## src/rtl/uart_tx_fifo.sv

```systemverilog
// Buffered UART transmitter: byte FIFO feeding a start/data/parity/stop
// serialiser timed by an internal bit-period counter.
module uart_tx_fifo #(
    parameter int CLK_DIV    = 868,
    parameter int ADDR_W     = 4,
    parameter int PARITY_EN  = 1,
    parameter int PARITY_ODD = 0
) (
    input  logic              clk,
    input  logic              rst_n,
    input  logic              wr_en,
    input  logic [7:0]        wr_data,
    output logic              full,
    output logic              empty,
    output logic [ADDR_W:0]   count,
    output logic              overflow,
    output logic              busy,
    output logic              tx
);

    localparam int   DEPTH = 1 << ADDR_W;
    localparam logic ODD   = (PARITY_ODD != 0);

    typedef enum logic [2:0] {
        IDLE, START, DATA, PARITY, STOP
    } state_e;

    logic [7:0]        mem_q [DEPTH];
    logic [ADDR_W-1:0] wptr_q, rptr_q;
    logic [ADDR_W:0]   cnt_q, cnt_d;
    logic              ovf_q;
    logic              push, pop;

    state_e            state_q, state_d;
    logic [15:0]       timer_q, timer_d;
    logic [2:0]        idx_q, idx_d;
    logic [7:0]        shift_q, shift_d;
    logic              par_q, par_d;
    logic              tx_q, tx_d;
    logic              bit_end;
    logic [7:0]        head;

    // count never exceeds DEPTH, so its top bit alone means full
    assign full     = cnt_q[ADDR_W];
    assign empty    = (cnt_q == '0);
    assign count    = cnt_q;
    assign overflow = ovf_q;
    assign push     = wr_en & ~full;
    assign head     = mem_q[rptr_q];

    always_comb begin
        cnt_d = cnt_q;
        unique case ({push, pop})
            2'b10:   cnt_d = cnt_q + 1'b1;
            2'b01:   cnt_d = cnt_q - 1'b1;
            default: cnt_d = cnt_q;
        endcase
    end

    always_ff @(posedge clk or negedge rst_n) begin
        if (!rst_n) begin
            wptr_q <= '0;
            rptr_q <= '0;
            cnt_q  <= '0;
            ovf_q  <= 1'b0;
        end else begin
            if (push) wptr_q <= wptr_q + 1'b1;
            if (pop)  rptr_q <= rptr_q + 1'b1;
            cnt_q <= cnt_d;
            ovf_q <= wr_en & full;
        end
    end

    always_ff @(posedge clk) begin
        if (push) mem_q[wptr_q] <= wr_data;
    end

    always_ff @(posedge clk or negedge rst_n) begin
        if (!rst_n) begin
            state_q <= IDLE;
            timer_q <= '0;
            idx_q   <= '0;
            shift_q <= '0;
            par_q   <= 1'b0;
            tx_q    <= 1'b1;
        end else begin
            state_q <= state_d;
            timer_q <= timer_d;
            idx_q   <= idx_d;
            shift_q <= shift_d;
            par_q   <= par_d;
            tx_q    <= tx_d;
        end
    end

    assign bit_end = (timer_q == 16'(CLK_DIV - 1));

    always_comb begin
        state_d = state_q;
        timer_d = timer_q + 16'd1;
        idx_d   = idx_q;
        shift_d = shift_q;
        par_d   = par_q;
        pop     = 1'b0;
        unique case (state_q)
            IDLE: begin
                timer_d = '0;
                if (!empty) begin
                    pop     = 1'b1;
                    state_d = START;
                end
            end
            START: begin
                if (bit_end) begin
                    timer_d = '0;
                    idx_d   = '0;
                    state_d = DATA;
                end
            end
            DATA: begin
                if (bit_end) begin
                    timer_d = '0;
                    shift_d = shift_q >> 1;
                    idx_d   = idx_q + 3'd1;
                    if (idx_q == 3'd7)
                        state_d = (PARITY_EN != 0) ? PARITY : STOP;
                end
            end
            PARITY: begin
                if (bit_end) begin
                    timer_d = '0;
                    state_d = STOP;
                end
            end
            STOP: begin
                if (bit_end) begin
                    timer_d = '0;
                    if (!empty) begin
                        pop     = 1'b1;
                        state_d = START;
                    end else begin
                        state_d = IDLE;
                    end
                end
            end
            default: begin
                timer_d = '0;
                state_d = IDLE;
            end
        endcase
        if (pop) begin
            shift_d = head;
            par_d   = (^head) ^ ODD;
        end
    end

    // tx is driven from the next state so the line changes on the entering edge
    always_comb begin
        tx_d = 1'b1;
        unique case (state_d)
            IDLE:    tx_d = 1'b1;
            START:   tx_d = 1'b0;
            DATA:    tx_d = shift_d[0];
            PARITY:  tx_d = par_d;
            STOP:    tx_d = 1'b1;
            default: tx_d = 1'b1;
        endcase
    end

    assign busy = (state_q != IDLE);
    assign tx   = tx_q;

endmodule
```

## config.mk

```make
export PLATFORM = sky130hd
export DESIGN_NAME = uart_tx_fifo
export DESIGN_NICKNAME = d
export VERILOG_FILES = /design/src/rtl/uart_tx_fifo.sv
export SDC_FILE = /design/constraint.sdc
export NUM_CORES = 1
export LEC_CHECK = 0
export ABC_AREA = 1
export BUFFER_PORTS_ARGS = -buffer_cell sky130_fd_sc_hd__buf_2
export CAP_MARGIN = 30
export CELL_PAD_IN_SITES_DETAIL_PLACEMENT = 1
export CELL_PAD_IN_SITES_GLOBAL_PLACEMENT = 2
export CORE_ASPECT_RATIO = 1.5
export CORE_MARGIN = 10
export CORE_UTILIZATION = 43
export CTS_CLUSTER_SIZE = 30
export DETAILED_ROUTE_END_ITERATION = 8
export PLACE_DENSITY_LB_ADDON = 0.05
export SETUP_SLACK_MARGIN = 0.05
export SLEW_MARGIN = 10
export SYNTH_ARGS = -nofsm -noshare
export SYNTH_HDL_FRONTEND = slang
export SYNTH_SLANG_ARGS = --single-unit
```

## constraint.sdc

```tcl
create_clock -name clk -period 6.5 [get_ports clk]
set_clock_uncertainty 0.15 [all_clocks]
set_input_delay 0.975 -clock clk [delete_from_list [all_inputs] [get_ports clk]]
set_output_delay 0.975 -clock clk [all_outputs]
set_load 0.05 [all_outputs]
```

==> flow_metrics.py <==
metrics = {
    "outcome": {
        "status": "finished clean",
    },
    "flow_run": {
        "maxCapViolCount": 0,
    },
    "critical_path": {
        "cp_max_fo": 13,
        "criticalPathCategory": "reg -> reg",
        "crit_path_end_kind": "flip-flop",
        "arrival_ns": 3.84,
        "critPathLaunchType": "flip-flop",
        "required_ns": 6.66,
    },
    "timing": {
        "drv_slew": 0,
        "hold_violations": 0,
        "min_period_ns": 3.68,
        "worst_slew_pin_slew_ns": 0.974,
        "holdWs_ns": 0.323,
        "slew_headroom_pct": 34.8,
        "rsz0062_at_grt": "false",
        "fmax_mhz": 272,
        "final.period_utilization_pct": 56.5,
        "setup_viol": 0,
        "setup_tns_ns": 0,
    },
    "clock_tree": {
        "cts-hold-fix-buffers": 0,
        "cts_setup_buffers": 0,
        "cts_tree": "built",
        "htree_levels": 4,
        "cts_buffer_depth": 2,
        "cts_root_buffer": "clkbuf_16",
        "clk_latency_ns": 0.44,
        "cts_sinks": 174,
        "cts_buffers": 17,
        "cts.clk_slew.worst_paths_ns": 0.06,
        "cts_resized": 0,
    },
    "power_and_ir_drop": {
        "seq_power_share_pct": 54.8,
        "leakagePower_uw": 0.00416,
        "peakVddDrop_mv": 0.135,
        "switchingPower_uw": 429,
        "pwr-share-comb_pct": 1.1,
        "internal_power_uw": 1750,
        "finalPower_uw": 2180,
        "clkPwrFrac_pct": 44.1,
        "p_per_area_mw_per_mm2": 235,
        "switching_share_pct": 19.7,
    },
    "placed_design": {
        "dp.cells": 1165,
        "dpl.hpwl_mm": 15.6,
        "placed_cell_area_mm2": 0.00870,
        "io_buffer_count": 20,
        "globalplace.congestion": 0.789,
    },
    "worst_hold_path": {
        "hold_path.class": "reg -> reg",
    },
    "route": {
        "drc": 0,
        "post_drt_wl_per_cell_um": 18.5,
        "num_vias": 6198,
        "viasPerCell": 5.17,
        "postRouteAntennaNets": 0,
        "routed_wl_mm": 22.2,
        "dr.pass1.iters": 4,
        "drtIter0Drc": 356,
    },
    "global_routing": {
        "grt_pass1_vias": 6902,
        "antenna_found_initial": 0,
        "grt-busiest-layer": "met2",
        "grtUsageMet2_pct": 35.0,
        "grt_usage_pct": 18.0,
        "grt_remaining_overflow": 0,
        "grt_pass1_wl_mm": 35.6,
        "grtUsageMet1_pct": 18.3,
        "grt_start_max_net_pins": 85,
        "use_met3_pct": 3.39,
    },
    "finish": {
        "final_cell_area_mm2": 0.00928,
        "area_growth_pct": 10.1,
        "layout_common_cells": "nand2_1 (278), inv_1 (141), edfxtp_1 (128)",
        "final_layout_size_suffix_gt1_share_pct": 8.79,
        "diodes": 0,
        "num-nets-final": 954,
        "stdcell_count": 1200,
        "final_common_cell": "nand2_1",
    },
    "yosys": {
        "synth_cells": 910,
        "ys_seq_area_share_pct": 59.2,
        "synth_edf_count": 128,
        "yosys_warnings": 0,
        "synth_cell_types": 38,
        "ys_async_sr_fraction_pct": 26.4,
        "synth_nets": 933,
        "synth_seq_cells": 174,
        "synth-main-ff-cell": "edfxtp_1",
        "postSynthAreaPerCell_um2": 9.27,
        "netlist_area_mm2": 0.00843,
    },
    "die": {
        "rows": 62,
        "initial_core_util_pct": 43.8,
        "die_y_um": 192,
        "fp.dieW_um": 134,
        "core_area_mm2": 0.0192,
        "io_pins": 21,
        "die_area_mm2": 0.0257,
    },
}
Yosys cell counts, types with 4 or more instances:
master      n  area share (%)
nor2_1     57             2.5
inv_2       5            0.22
edfxtp_1  128              46
a221oi_1    7            0.73
nor3_1     10            0.59
dfrtp_1    45              13
ha_1       12             1.8
nand2_1   278              12
buf_6      12             1.6
xnor2_1     4            0.42
or2_2       6            0.45
inv_1     141             6.3
nand4_1     9            0.67
o211ai_1    6            0.53
a21oi_1     8            0.47
buf_2      11            0.65
o21ai_0    10            0.59
buf_4       4            0.36
or2_1       7            0.52
nand2_2     4            0.30
xor2_1      9            0.93
nand3_1   108             6.4
power by group through the flow:
stage / registers, uW / clock network (uW) / logic (uW)
2_1_floorplan: 1220 / 0 / 0.228
4_1_cts: 1190 / 986 / 24.8
3_5_place_dp: 1220 / 0 / 24.8
5_1_grt: 1190 / 1030 / 26.4
6_report: 1190 / 963 / 23.8
3_3_place_gp: 1220 / 0 / 23.5
routing by layer:
metal | wire length [um] | share of wire (%) | up-vias
li1 | - | - | 2975
met1 | 8720 | 39 | 3113
met2 | 12400 | 56 | 73
met3 | 474 | 2.1 | 37
met4 | 595 | 2.7 | 0
met5 | 0 | 0 | -
path summary, 6_finish.rpt:
kind / startpoint / to / slack (ns) / cells after the start
min in group asynchronous: rst_n / timer_q[9] / 0.48 / 2
max in group asynchronous: rst_n / rptr_q[0] / 5.25 / 2
hold reg to reg: timer_q[0] / timer_q[0] / 0.32 / 1
setup reg to reg: timer_q[0] / count[4] / 2.82 / 17
setup / recovery: timer_q[0] / count[4] / 2.82 / 17
hold / removal: timer_q[0] / timer_q[0] / 0.32 / 1
worst max-delay path, cell delays in order, from the launching register on:
cell and delay, ns:
dfrtp_1 0.37, ha_1 0.27, nand3_1 0.10, nor2_1 0.16
nand2_1 0.08, nand2_1 0.07, nand3_1 0.37, inv_1 0.39
ha_1 0.34, xor2_1 0.12, ha_1 0.19, a21oi_1 0.20
o21ai_0 0.13, a21oi_1 0.15, inv_1 0.07, a21oi_1 0.11
o21ai_0 0.11, xor2_1 0.16
layout make-up:
type | instances | area, um2
inverters | 148 | 556
flip-flops and latches | 174 | 5000
multi-input cells | 556 | 2640
fillers | 2281 | 9960
well taps | 256 | 320
clock buffers | 25 | 485
clock inverters | 7 | 62.6
repair buffers | 34 | 218
registers in the layout, summed over array words and instances (netlist names):
| name | cells |
|---|---|
| count | 5 |
| rptr_q | 4 |
| overflow | 1 |
| tx | 1 |
| idx_q | 3 |
| timer_q | 16 |
| shift_q | 8 |
| par_q | 1 |
| state_q | 3 |
| mem_q | 128 |
| wptr_q | 4 |
through the flow:
stage | setup slack, ns | utilization (%)
5_1_grt | 2.37 | 48.3
4_1_cts | 2.81 | 48.1
3_3_place_gp | 2.96 | 45.0
2_1_floorplan | 3.70 | -
3_5_place_dp | 2.90 | 45.2
6_report | 2.82 | 48.3
kinds of logic (layout without fill, tap and decap cells):
family / Yosys count / after routing / share of synthesized area [%]
DFF: 174 / 174 / 59.2
adders and majority gates: 12 / 12 / 1.78
buffers and inverters: 180 / 214 / 9.42
and+or+nand+nor: 487 / 487 / 24.7
xor gates and xnor gates: 13 / 13 / 1.35
AOI/OAI and AO/OA: 44 / 44 / 3.50
Note: power is estimated with default switching activity, not from simulation.
